$ cat config.mk
export PLATFORM = sky130hd
export DESIGN_NAME = alarm_annunciator
export DESIGN_NICKNAME = d
export VERILOG_FILES = /design/src/rtl/alarm_pkg.sv /design/src/rtl/alarm_annunciator_tick_prescaler.sv /design/src/rtl/alarm_annunciator.sv
export SDC_FILE = /design/constraint.sdc
export NUM_CORES = 1
export LEC_CHECK = 0
export CAP_MARGIN = 20
export CORE_AREA = 3 3 67 69
export DETAILED_ROUTE_END_ITERATION = 12
export DIE_AREA = 0 0 70 72
export PLACE_DENSITY = 0.69
export SETUP_SLACK_MARGIN = 0.3
export SLEW_MARGIN = 20
export SYNTH_ARGS = -nofsm -noshare
export SYNTH_HDL_FRONTEND = slang
export SYNTH_HIERARCHICAL = 1
export SYNTH_SLANG_ARGS = --single-unit
$ cat constraint.sdc
create_clock -name clk -period 2.75 [get_ports clk]
set_clock_uncertainty 0.1 [all_clocks]
set_input_delay 0.6875 -clock clk [delete_from_list [all_inputs] [get_ports clk]]
set_output_delay 0.6875 -clock clk [all_outputs]
set_load 0.01 [all_outputs]
$ cat src/rtl/alarm_pkg.sv
// ============================================================================
// Module   : alarm_pkg
// Purpose  : Shared encodings for the alarm annunciator: alarm bit indices,
//            priority class codes, FSM state enum and a priority helper.
// Revision : 1.0 - initial release
// ============================================================================
`default_nettype none

package alarm_pkg;

  // Bit positions inside the {fire, burglar, rain} alarm vector
  localparam int ALM_FIRE    = 2;
  localparam int ALM_BURGLAR = 1;
  localparam int ALM_RAIN    = 0;

  // Reported class codes, ordered so a numeric compare is a priority compare
  localparam logic [1:0] CLS_NONE    = 2'd0;
  localparam logic [1:0] CLS_RAIN    = 2'd1;
  localparam logic [1:0] CLS_BURGLAR = 2'd2;
  localparam logic [1:0] CLS_FIRE    = 2'd3;

  typedef enum logic [1:0] {
    ST_IDLE     = 2'd0,
    ST_SOUND    = 2'd1,
    ST_SILENCED = 2'd2
  } state_t;

  // Highest-priority class present in a latched vector (fire > burglar > rain)
  function automatic logic [1:0] prio_class(input logic [2:0] bits);
    if (bits[ALM_FIRE])         return CLS_FIRE;
    else if (bits[ALM_BURGLAR]) return CLS_BURGLAR;
    else if (bits[ALM_RAIN])    return CLS_RAIN;
    else                        return CLS_NONE;
  endfunction

endpackage

`default_nettype wire

$ cat src/rtl/alarm_annunciator_tick_prescaler.sv
// ============================================================================
// Module   : tick_prescaler
// Purpose  : Free-running divider producing a one-cycle tick every TICK_DIV
//            clocks; restart forces the count back to zero.
// Revision : 1.0 - initial release
// ============================================================================
`default_nettype none

module tick_prescaler #(
  parameter int TICK_DIV = 1000
) (
  input  logic clk,
  input  logic reset,
  input  logic restart,
  output logic tick
);

  localparam int            CW   = (TICK_DIV > 2) ? $clog2(TICK_DIV) : 1;
  localparam logic [CW-1:0] LAST = CW'(TICK_DIV - 1);

  logic [CW-1:0] count;

  // Count 0..TICK_DIV-1 and wrap; restart realigns the pattern timebase
  always_ff @(posedge clk) begin
    if (reset || restart) begin
      count <= '0;
    end else if (count == LAST) begin
      count <= '0;
    end else begin
      count <= count + 1'b1;
    end
  end

  assign tick = (count == LAST);

endmodule

`default_nettype wire

$ cat src/rtl/alarm_annunciator.sv
// ============================================================================
// Module   : alarm_annunciator
// Purpose  : Latches {fire, burglar, rain} alarms, reports the highest class,
//            drives a class-specific siren pattern and a steady strobe, and
//            supports acknowledge/silence with a timed re-arm.
// Options  : ALARM_EVENT_LOG_EN - per-class saturating 8-bit latch counters
//            on event_count; when undefined event_count is tied to zero.
// Revision : 1.0 - initial release
// ============================================================================
`default_nettype none

module alarm_annunciator
  import alarm_pkg::*;
#(
  parameter int TICK_DIV      = 1000,
  parameter int SILENCE_TICKS = 30,
  parameter int RAIN_PERIOD   = 4
) (
  input  logic        clk,
  input  logic        reset,
  input  logic [2:0]  alarms,
  input  logic        ack,
  output logic        siren,
  output logic        strobe,
  output logic [1:0]  active_class,
  output logic [2:0]  latched,
  output logic        silenced,
  output logic [23:0] event_count
);

  localparam int            PW    = (RAIN_PERIOD > 1) ? $clog2(RAIN_PERIOD) : 1;
  localparam logic [PW-1:0] PLAST = PW'(RAIN_PERIOD - 1);
  localparam int            SW    = $clog2(SILENCE_TICKS + 1);
  localparam logic [SW-1:0] SLAST = SW'(SILENCE_TICKS - 1);

  state_t        state, state_n;
  logic          ack_q, ack_edge;
  logic [2:0]    clear_mask, latched_n;
  logic [1:0]    sil_class;
  logic [SW-1:0] sil_cnt;
  logic [PW-1:0] phase;
  logic          toggle;
  logic          tick, silence_done, enter_sound, pattern;

  assign ack_edge     = ack & ~ack_q;
  assign silence_done = tick && (sil_cnt == SLAST);
  assign enter_sound  = (state_n == ST_SOUND) && (state != ST_SOUND);
  assign silenced     = (state == ST_SILENCED);

  // Pattern timebase restarts on every entry to SOUND
  tick_prescaler #(.TICK_DIV(TICK_DIV)) u_prescaler (
    .clk     (clk),
    .reset   (reset),
    .restart (enter_sound),
    .tick    (tick)
  );

  // Sticky alarm bits: ack clears only inputs that are low, so set wins
  always_comb begin
    clear_mask = ack_edge ? ~alarms : 3'b000;
    latched_n  = (latched & ~clear_mask) | alarms;
  end

  // Next-state logic; an ack that empties latched always returns to IDLE
  always_comb begin
    state_n = state;
    case (state)
      ST_IDLE: begin
        if (latched != 3'b000) state_n = ST_SOUND;
      end
      ST_SOUND: begin
        if (ack_edge && !alarms[ALM_FIRE]) state_n = ST_SILENCED;
      end
      ST_SILENCED: begin
        if (prio_class(latched) > sil_class) state_n = ST_SOUND;
        else if (silence_done) state_n = (latched != 3'b000) ? ST_SOUND : ST_IDLE;
      end
      default: state_n = ST_IDLE;
    endcase
    if (ack_edge && (latched_n == 3'b000)) state_n = ST_IDLE;
  end

  // State, silence timer and the class that was silenced (for escalation)
  always_ff @(posedge clk) begin
    if (reset) begin
      state     <= ST_IDLE;
      sil_cnt   <= '0;
      sil_class <= CLS_NONE;
    end else begin
      state <= state_n;
      if ((state_n == ST_SILENCED) && (state != ST_SILENCED)) sil_class <= prio_class(latched_n);
      if ((state_n != ST_SILENCED) || (state != ST_SILENCED)) sil_cnt <= '0;
      else if (tick) sil_cnt <= sil_cnt + 1'b1;
    end
  end

  // Latch register, ack edge history and registered priority class
  always_ff @(posedge clk) begin
    if (reset) begin
      latched      <= 3'b000;
      ack_q        <= 1'b0;
      active_class <= CLS_NONE;
    end else begin
      latched      <= latched_n;
      ack_q        <= ack;
      active_class <= prio_class(latched);
    end
  end

  // Pattern phase (rain) and toggle (burglar) advance on ticks while sounding
  always_ff @(posedge clk) begin
    if (reset || enter_sound) begin
      phase  <= '0;
      toggle <= 1'b0;
    end else if ((state == ST_SOUND) && tick) begin
      phase  <= (phase == PLAST) ? '0 : phase + 1'b1;
      toggle <= ~toggle;
    end
  end

  // Class-specific siren waveform
  always_comb begin
    pattern = 1'b0;
    case (active_class)
      CLS_FIRE:    pattern = 1'b1;
      CLS_BURGLAR: pattern = ~toggle;
      CLS_RAIN:    pattern = (phase == '0);
      default:     pattern = 1'b0;
    endcase
  end

  // Registered outputs: siren only while sounding, strobe while any alarm held
  always_ff @(posedge clk) begin
    if (reset) begin
      siren  <= 1'b0;
      strobe <= 1'b0;
    end else begin
      siren  <= (state == ST_SOUND) && pattern;
      strobe <= (active_class != CLS_NONE);
    end
  end

`ifdef ALARM_EVENT_LOG_EN
  for (genvar gi = 0; gi < 3; gi++) begin : g_evt
    logic [7:0] count;
    // Count rising edges of each latched bit, saturating at 255
    always_ff @(posedge clk) begin
      if (reset) begin
        count <= 8'd0;
      end else if (latched_n[gi] && !latched[gi] && (count != 8'hFF)) begin
        count <= count + 8'd1;
      end
    end
    assign event_count[gi*8 +: 8] = count;
  end
`else
  assign event_count = 24'd0;
`endif

endmodule

`default_nettype wire

# After elaboration in Yosys (flattened, before gate mapping)
# Cells that the tools add are included.
[totals]
in_bits = 6
elab_cells = 69
output_inout_bits = 32
ff_bits = 30
[classes]
reduce_logical = 17
muxes = 17
bitwise = 7
addsub = 3
order_cmp = 1
n_eq_ne = 13
[ops]
columns = ["op", "count"]
rows = [
  ["two-way mux 2 bit", 11],
  ["adder 10 x 1 -> 10 bit, second input constant", 1],
  ["== test 10 bit, second input constant", 1],
  ["== test 2 bit, second input constant", 5],
  ["logical AND 1 bit", 7],
  ["== test 2 x 1 -> 1 bit, second input constant", 3],
  ["inverter 3 bit", 2],
  ["case mux 2 bit (3 select lines)", 1],
  ["adder 5 x 1 -> 5 bit, second input constant", 1],
  ["== test 5 bit, second input constant", 1],
  ["zero test 2 bit", 2],
  ["!= test 2 bit, second input constant", 2],
  ["OR reduction 2 bit", 2],
  ["AND 3 bit", 1],
  ["zero test 3 bit", 1],
  ["two-way mux 1 bit", 3],
  ["two-way mux 3 bit", 1],
  ["bitwise OR 3 bit", 1],
  ["case mux 1 bit (3 select lines)", 1],
  ["nonzero test 3 bit", 1],
  ["adder 2 x 1 -> 2 bit, second input constant", 1],
  ["greater-than comparator 2 bit", 1],
  ["logical OR 1 bit", 2],
  ["!= test 2 x 1 -> 1 bit, second input constant", 1],
  ["other kinds (4)", 5],
]

# Depth between registers and ports, before layout
# Gate-level depths: netlist of run 1.
[logic_depth]
word_depth = 13
depth_mapped = 13
depth_no_buf = 11

# By module
# Netlist of run 1, hierarchy kept.
[modules_own_cells]
columns = ["mod", "instances", "seq_area_each_um2", "area_per_inst_um2", "cells_each"]
rows = [
  ["alarm_annunciator", 1, 400.4, 1164.9, 128],
  ["tick_prescaler", 1, 200.2, 459.2, 52],
]

# Worst setup path after synthesis of run 1
# Ideal clock, no wire load.
[synth_path]
path_kind = "register to register"
startpoint = "register u_prescaler.count[0]"
endpoint = "register u_prescaler.count[3]"
path_buffers = 2
t_required_ps = 2529
setup_slack_ps = 151
arrival_time_ps = 2378
path_stages_with_launch = 14
setup_ps = 121
synth_period_minus_slack_ps = 2599
cell_sequence = "dfxtp_1 -> ha_1 -> and4bb_1 -> nand2_1 -> nor2_1 -> buf_4 -> and4_1 -> nand2_2 -> a31oi_1 -> and2_1 -> or2_2 -> clkbuf_1 -> o21bai_2 -> nor2_1"
[synth_between]
elab_chain_len = 10
word_cells_on_any_way = 11
cone_classes = "add/sub: 1; eq/ne: 2; mux: 4; reduce/logical: 4"
[synth_lines]
columns = ["item", "line", "text"]
rows = [
  ["start, declared", "alarm_annunciator_tick_prescaler.sv:21", "logic [CW-1:0] count;"],
  ["start signal, assigned", "alarm_annunciator_tick_prescaler.sv:30", "count <= count + 1'b1;"],
  ["== test 10 bit", "alarm_annunciator_tick_prescaler.sv:34", "assign tick = (count == LAST);"],
  ["net tick", "alarm_annunciator.sv:43", "logic tick, silence_done, enter_sound, pattern;"],
  ["logical AND 1 bit", "alarm_annunciator.sv:46", "assign silence_done = tick && (sil_cnt == SLAST);"],
  ["two-way mux 2 bit", "alarm_annunciator.sv:76", "else if (silence_done) state_n = (latched != 3'b000) ? ST_SOUND : ST_IDLE;"],
  ["two-way mux 2 bit", "alarm_annunciator.sv:75", "if (prio_class(latched) > sil_class) state_n = ST_SOUND;"],
  ["case mux 2 bit (3 select lines)", "alarm_annunciator.sv:67", "case (state)"],
  ["two-way mux 2 bit", "alarm_annunciator.sv:80", "if (ack_edge && (latched_n == 3'b000)) state_n = ST_IDLE;"],
  ["== test 2 x 1 -> 1 bit", "alarm_annunciator.sv:47", "assign enter_sound = (state_n == ST_SOUND) && (state != ST_SOUND);"],
  ["logical AND 1 bit", "alarm_annunciator.sv:47", ""],
  ["net enter_sound", "alarm_annunciator.sv:43", ""],
  ["logical OR 1 bit", "alarm_annunciator_tick_prescaler.sv:25", "if (reset || restart) begin"],
  ["OR reduction 2 bit (no source line)", "n/a", ""],
]
# The timed path passes the listed nets, and every way through them passes these cells.
# A chain may end at the register's enable or synchronous reset.

# Worst setup path after layout of run 1
[layout_path]
startpoint = "input port alarms[2]"
endpoint = "register u_prescaler.count[3]"
[layout_between]
elab_chain_len = 12
word_cells_on_any_way = 16
cone_classes = "eq/ne: 1; mux: 4; bitwise: 4; reduce/logical: 7"
[layout_lines]
columns = ["item", "line", "text"]
rows = [
  ["start, declared", "alarm_annunciator.sv:21", "input logic [2:0] alarms,"],
  ["inverter 3 bit", "alarm_annunciator.sv:60", "clear_mask = ack_edge ? ~alarms : 3'b000;"],
  ["two-way mux 3 bit", "alarm_annunciator.sv:60", ""],
  ["inverter 3 bit", "alarm_annunciator.sv:61", "latched_n = (latched & ~clear_mask) | alarms;"],
  ["AND 3 bit", "alarm_annunciator.sv:61", ""],
  ["bitwise OR 3 bit", "alarm_annunciator.sv:61", ""],
  ["zero test 3 bit", "alarm_annunciator.sv:80", ""],
  ["logical AND 1 bit", "alarm_annunciator.sv:80", ""],
  ["two-way mux 2 bit *", "alarm_annunciator.sv:80", ""],
  ["== test 2 x 1 -> 1 bit *", "alarm_annunciator.sv:47", ""],
  ["logical AND 1 bit *", "alarm_annunciator.sv:47", ""],
  ["net enter_sound", "alarm_annunciator.sv:43", ""],
  ["logical OR 1 bit *", "alarm_annunciator_tick_prescaler.sv:25", ""],
  ["OR reduction 2 bit (no source line) *", "n/a", ""],
]
# Mark *: on every way through the listed nets, which the timed path passes. The rest lies on a longest branch.

==> qor.txt, run 1 <==
Crit path launch - alarms[2]
WP buf/inv - 2
Wirelength, routed - 2800 um
Max clock buf depth - 2
Detailed Routing Iterations Pass 1 - 4
Starting Density - 40.9%
Number of global-route vias before repair - 1,006
Syn_area_per_cell - 9.02 um2
Hold Violations, Final - 0
Clk root buf - clkbuf_8
Largest net degree at the start of global routing - 15
HP Class - reg -> reg
Post-cts hold buffer count - 0
Post-route DRC violation count - 0
Die Width - 70 um
Mux cell area share after synthesis - 0.616%
RSZ-0062 raised after global routing - no
Commonest cells after routing, fill and taps aside - dfxtp_1, conb_1, nor2_1
Synthesis-stage register bit count - 30
Final Instance Area - 0.00192 mm2
Post-synthesis adder-cell area fraction - 5.39%
Cell Area, Placed - 0.00181 mm2
Post-DRT Antenna Nets - 0
CP Class - in -> reg
Cts bufs inserted - 5
Gr ovfl total - 0
Critical path, cell by cell - clkdlybuf4s50_1, nor3b_2, buf_4, a21o_2, o221ai_4, and2_1, or2_2, o21bai_4, nor2_1
Share of cells above drive strength 1 - 18.8%
Worst Path Arrival - 2.49 ns
Rows - 23
Top delay family on crit path - simple AND/OR/NAND/NOR gates
Post-synthesis cell area - 0.00162 mm2
Area grow syn2layout - 18.4%
Synth Instances - 180
Max VDD drop - 0.000209 V
Post-synth top flop - dfxtp_1
Hold slack - 0.355 ns
Io pins - 38
Yosys cell types - 46
First-pass GRT wire length - 4640 um
Ys Warns - 6
CP max stage cell - clkdlybuf4s50_1
Die Ht - 72 um
Synth async-reset ratio - 0%
Final Critical Period - 2.38 ns
F_max - 421 MHz
Final GP Congestion - 0.729
Setup violations, final - 0
Most common cell after layout, fill and taps aside - dfxtp_1
Final Max Tran Viols - 0
Clk_lat worst skew - 0.27 ns
Synth Area in Compound Gates - 15.2%
Avg WL per Cell - 11.1 um
Worst Setup End Kind - register
Leakage - 0.729 nW
Worst EP required - 2.86 ns
Starting DRT DRC Count - 58
R2R Path Start - latched[1]
Nets@finish - 216
Setup TNS - 0 ns
Tot GR Track Use - 11.7%
Worst path max stage delay - 0.46 ns
Hold Startpoint - u_prescaler/count[0]
Die Footprint - 0.00504 mm2
Largest family of logic cells by synthesized area - simple AND/OR/NAND/NOR gates
CTS Sinks - 30
Sequential-to-total area share from yosys stat - 37.0%
Cell Pwr Density - 503 mW/mm2
Crit Path Max Fanout - 5
EDFF count, synth - 0
Port Buffers - 13
Via count - 1,184
Final core utilization - 48.4%
Detailed placement HPWL - 2150 um
ANT cells - 0
CTS tree - built
CORE AREA - 0.00397 mm2
XOR/XNOR share of the synthesized area - 5.39%
Via density - 4.70
Clock slew at reported path FFs - 0.05 ns
Post-synthesis simple-gate area fraction - 22.6%
Initial antenna violation count - 0
Outcome - finished, final reports clean
Period Utilization, post-route - 86.4%
Total Power - 0.968 mW
MaxCap Viol Count - 0
Worst setup SP type - primary input
H-tree depth - 2
-- power breakdown --
| group | total (mW) | internal (mW) | switching [mW] |
|---|---|---|---|
| Combinational | 0.164 | 0.0771 | 0.0873 |
| Sequential | 0.469 | 0.452 | 0.0169 |
| Clock | 0.335 | 0.192 | 0.143 |
| Total | 0.968 | 0.721 | 0.247 |
-- final timing paths --
| check | end | depth (start not counted) | slack (ns) |
|---|---|---|---|
| worst max-delay path | u_prescaler/count[3] | 9 | 0.37 |
| worst min-delay path | u_prescaler/count[0] | 1 | 0.35 |
| worst min register to register | u_prescaler/count[0] | 1 | 0.35 |
| worst max register to register | u_prescaler/count[3] | 9 | 0.45 |
-- registers in the layout (all words and copies together), names as in the netlist --
register           flops
phase                  2
ack_q                  1
state                  2
active_class           2
siren                  1
u_prescaler/count     10
sil_class              2
sil_cnt                5
toggle                 1
strobe                 1
latched                3
-- cells in the mapped netlist (all sizes together), types with 2 or more instances --
| master | count | area [um2] |
|---|---|---|
| xor2 | 5 | 43.8 |
| xnor2 | 5 | 43.8 |
| clkbuf | 2 | 7.51 |
| a21o | 2 | 16.3 |
| nor2 | 19 | 73.8 |
| inv | 7 | 26.3 |
| a21oi | 10 | 50.1 |
| and3 | 2 | 17.5 |
| nand2b | 2 | 12.5 |
| nor3 | 6 | 30.0 |
| nor2b | 5 | 31.3 |
| o21ai | 3 | 15.0 |
| ha | 7 | 87.6 |
| a211oi | 4 | 30.0 |
| dfxtp | 30 | 601 |
| nand3 | 7 | 47.6 |
| nand4 | 4 | 25.0 |
| buf | 25 | 188 |
| a31oi | 4 | 25.0 |
| nand2 | 8 | 32.5 |
| or2 | 2 | 12.5 |
| or3 | 3 | 18.8 |
-- routing by layer --
metal  vias up  wire length (um)  track usage, %
met1       518              1400            15.7
li1        626                 -               -
met3         6               166            4.16
met5         -                 0               0
met4         0                50            5.11
met2        34              1190            17.0
-- kinds of logic after synthesis --
group	count (synthesis)
AOI/OAI and AO/OA	31
xor gates and xnor gates	10
adders and majority gates	7
buffers and inverters	34
DFF	30
muxes	1
other	1
and+or+nand+nor	66
-- per-stage QoR --
stage / cells / worst slack (ns)
3_5_place_dp: 245 / 0.0157
2_1_floorplan: 203 / 0.308
6_report: 252 / 0.374
4_1_cts: 251 / 0.304
3_3_place_gp: 245 / 0.0642
5_1_grt: 252 / 0.273
-- cell type report --
cell class	instances	area, um2
multi-input combinational	139	963
clock buffer	6	82.6
sequential	30	603
tap	50	62.6
fill	387	2050
timing repair buffer	20	185
inverter	7	26.3
-- repair_timing --
| item | 4_1_cts | 5_1_grt |
|---|---|---|
| setup endpoints to repair | 0 | 10 |
| setup buffers | 0 | 1 |
| gates resized for setup | 0 | 5 |
(Power assumes the default switching activity.)
==> inputs of run 2 (changes only) <==
--- a/config.mk
+++ b/config.mk
@@ -9,7 +9,8 @@
 export CORE_AREA = 3 3 67 69
 export DETAILED_ROUTE_END_ITERATION = 12
 export DIE_AREA = 0 0 70 72
-export PLACE_DENSITY = 0.69
+export DONT_BUFFER_PORTS = 1
+export PLACE_DENSITY = 0.57
 export SETUP_SLACK_MARGIN = 0.3
 export SLEW_MARGIN = 20
 export SYNTH_ARGS = -nofsm -noshare
==> qor.txt, run 2 (synthesized netlist as in run 1, its figures left out) <==
Worst EP required - 2.87 ns
H-tree depth - 2
Detailed placement HPWL - 2480 um
Worst Path Arrival - 2.47 ns
Worst setup SP type - register
Rows - 23
Tot GR Track Use - 13.5%
GRT Max-Usage Layer - met2
Via count - 1,209
Area grow syn2layout - 9.63%
Starting DRT DRC Count - 33
Final Max Tran Viols - 0
Met1 Use GR - 13.5%
Wirelength, routed - 3210 um
HP Class - reg -> reg
RSZ-0062 raised after global routing - no
Max VDD drop - 0.000322 V
CTS tree - built
Hold Startpoint - u_prescaler/count[0]
Final GP Congestion - 0.814
Crit Path Max Fanout - 6
Grt met3 use - 3.74%
Post-DRT Antenna Nets - 0
Io pins - 38
R2R Path Start - latched[1]
Port Buffers - 0
Number of global-route vias before repair - 1,206
Nets@finish - 200
Commonest cells after routing, fill and taps aside - dfxtp_1, conb_1, nor2_1
Most flops, register - u_prescaler/count
Most common cell after layout, fill and taps aside - dfxtp_1
Largest net degree at the start of global routing - 16
Setup TNS - 0 ns
Detailed Routing Iterations Pass 1 - 4
Clock slew at reported path FFs - 0.06 ns
GR Layer Usage met2 - 24.4%
Share of cells above drive strength 1 - 19.7%
FF+latch area - 608 um2
Cell Pwr Density - 546 mW/mm2
First-pass GRT wire length - 5400 um
Max clock buf depth - 2
Setup violations, final - 0
R2R setup slack - 0.40 ns
Die Footprint - 0.00504 mm2
Worst Setup End Kind - register
Final Instance Area - 0.00178 mm2
Period Utilization, post-route - 85.5%
Cell Area, Placed - 0.00165 mm2
Footprint of the multi-input gates - 958 um2
Final core utilization - 44.8%
Regs by FF count - u_prescaler/count: 10 flops, sil_cnt: 5 flops, latched: 3 flops
Max reg flops - 10
Sink of the worst hold path - u_prescaler/count[0]
ANT cells - 0
R2R depth - 10
Final Critical Period - 2.35 ns
CTS Sinks - 30
Via density - 5.08
Avg WL per Cell - 13.5 um
Die Ht - 72 um
Cts bufs inserted - 5
Outcome - finished, final reports clean
Leakage - 0.662 nW
Hold Violations, Final - 0
CORE AREA - 0.00397 mm2
FILL cells - 411
Clk root buf - clkbuf_8
Clk_lat worst skew - 0.28 ns
Gr ovfl total - 0
Hold Path Cell Cnt - 1
Die Width - 70 um
CP Class - reg -> reg
Initial antenna violation count - 0
Post-route DRC violation count - 0
MaxCap Viol Count - 0
Starting Density - 40.9%
F_max - 425 MHz
RR Endpoint - u_prescaler/count[5]
[run 2: cell count changes in the layout (fill, tap and decap cells not counted), sizes merged]
cell | previous run | this run
dlymetal6s2s | 1 | 0
buf | 7 | 4
clkdlybuf4s50 | 12 | 0
clkbuf | 6 | 7
clkinv | 0 | 1
[run 2: power by group]
group | switching, mW | internal, mW
Clock | 0.165 | 0.202
Combinational | 0.0739 | 0.0580
Sequential | 0.0224 | 0.452
[run 2: final cells by class]
cell class              instances  area share (%)
multi-input cells             139            53.8
flip-flops and latches         30            34.2
clock buffers                   7            4.85
well taps                      50            3.51
repair buffers                  4            1.90
inverters                       7            1.48
clock inverters                 1           0.281
[run 2: worst max-delay path by stage]
stage / from / endpoint / slack [ns] / cells after the start
2_1_floorplan: latched[1] / u_prescaler/count[3] / 0.31 / 10
5_1_grt: latched[1] / u_prescaler/count[6] / 0.30 / 10
3_3_place_gp: latched[1] / u_prescaler/count[5] / 0.30 / 9
6_report: latched[1] / u_prescaler/count[5] / 0.40 / 10
3_5_place_dp: latched[1] / u_prescaler/count[6] / 0.21 / 9
4_1_cts: u_prescaler/count[0] / u_prescaler/count[5] / 0.33 / 11
[run 2: critical path, stage by stage (launching register included)]
cell,delay [ns]
dfxtp_4,0.37
or2_4,0.27
ha_1,0.28
nor2b_1,0.14
o21ai_2,0.16
buf_4,0.14
o221ai_4,0.11
and2_4,0.16
or2_4,0.26
o21bai_4,0.20
nor2_1,0.10
[run 2: stage by stage]
stage | hold WS, ns | cells | setup slack [ns] | power (mW)
after floorplan | 0.320 | 203 | 0.308 | 0.605
after global placement | 0.333 | 228 | 0.298 | 0.593
after detailed placement | 0.347 | 228 | 0.214 | 0.597
after CTS | 0.349 | 238 | 0.330 | 0.977
after global routing | 0.347 | 238 | 0.299 | 1.02
final | 0.347 | 238 | 0.398 | 0.973
[run 2: repair_timing]
item,CTS,global route
gates resized for setup,3,6
hold buffers,0,0
setup buffers,2,0
cloned,0,0
endpoints found under the hold margin,0,0
pin swaps,1,8
setup endpoints to repair,5,5
[run 2: per-layer routing]
layer,wire length [um],vias up
li1,-,592
met1,1230,573
met2,1720,35
met3,159,9
met4,97,0
met5,0,-
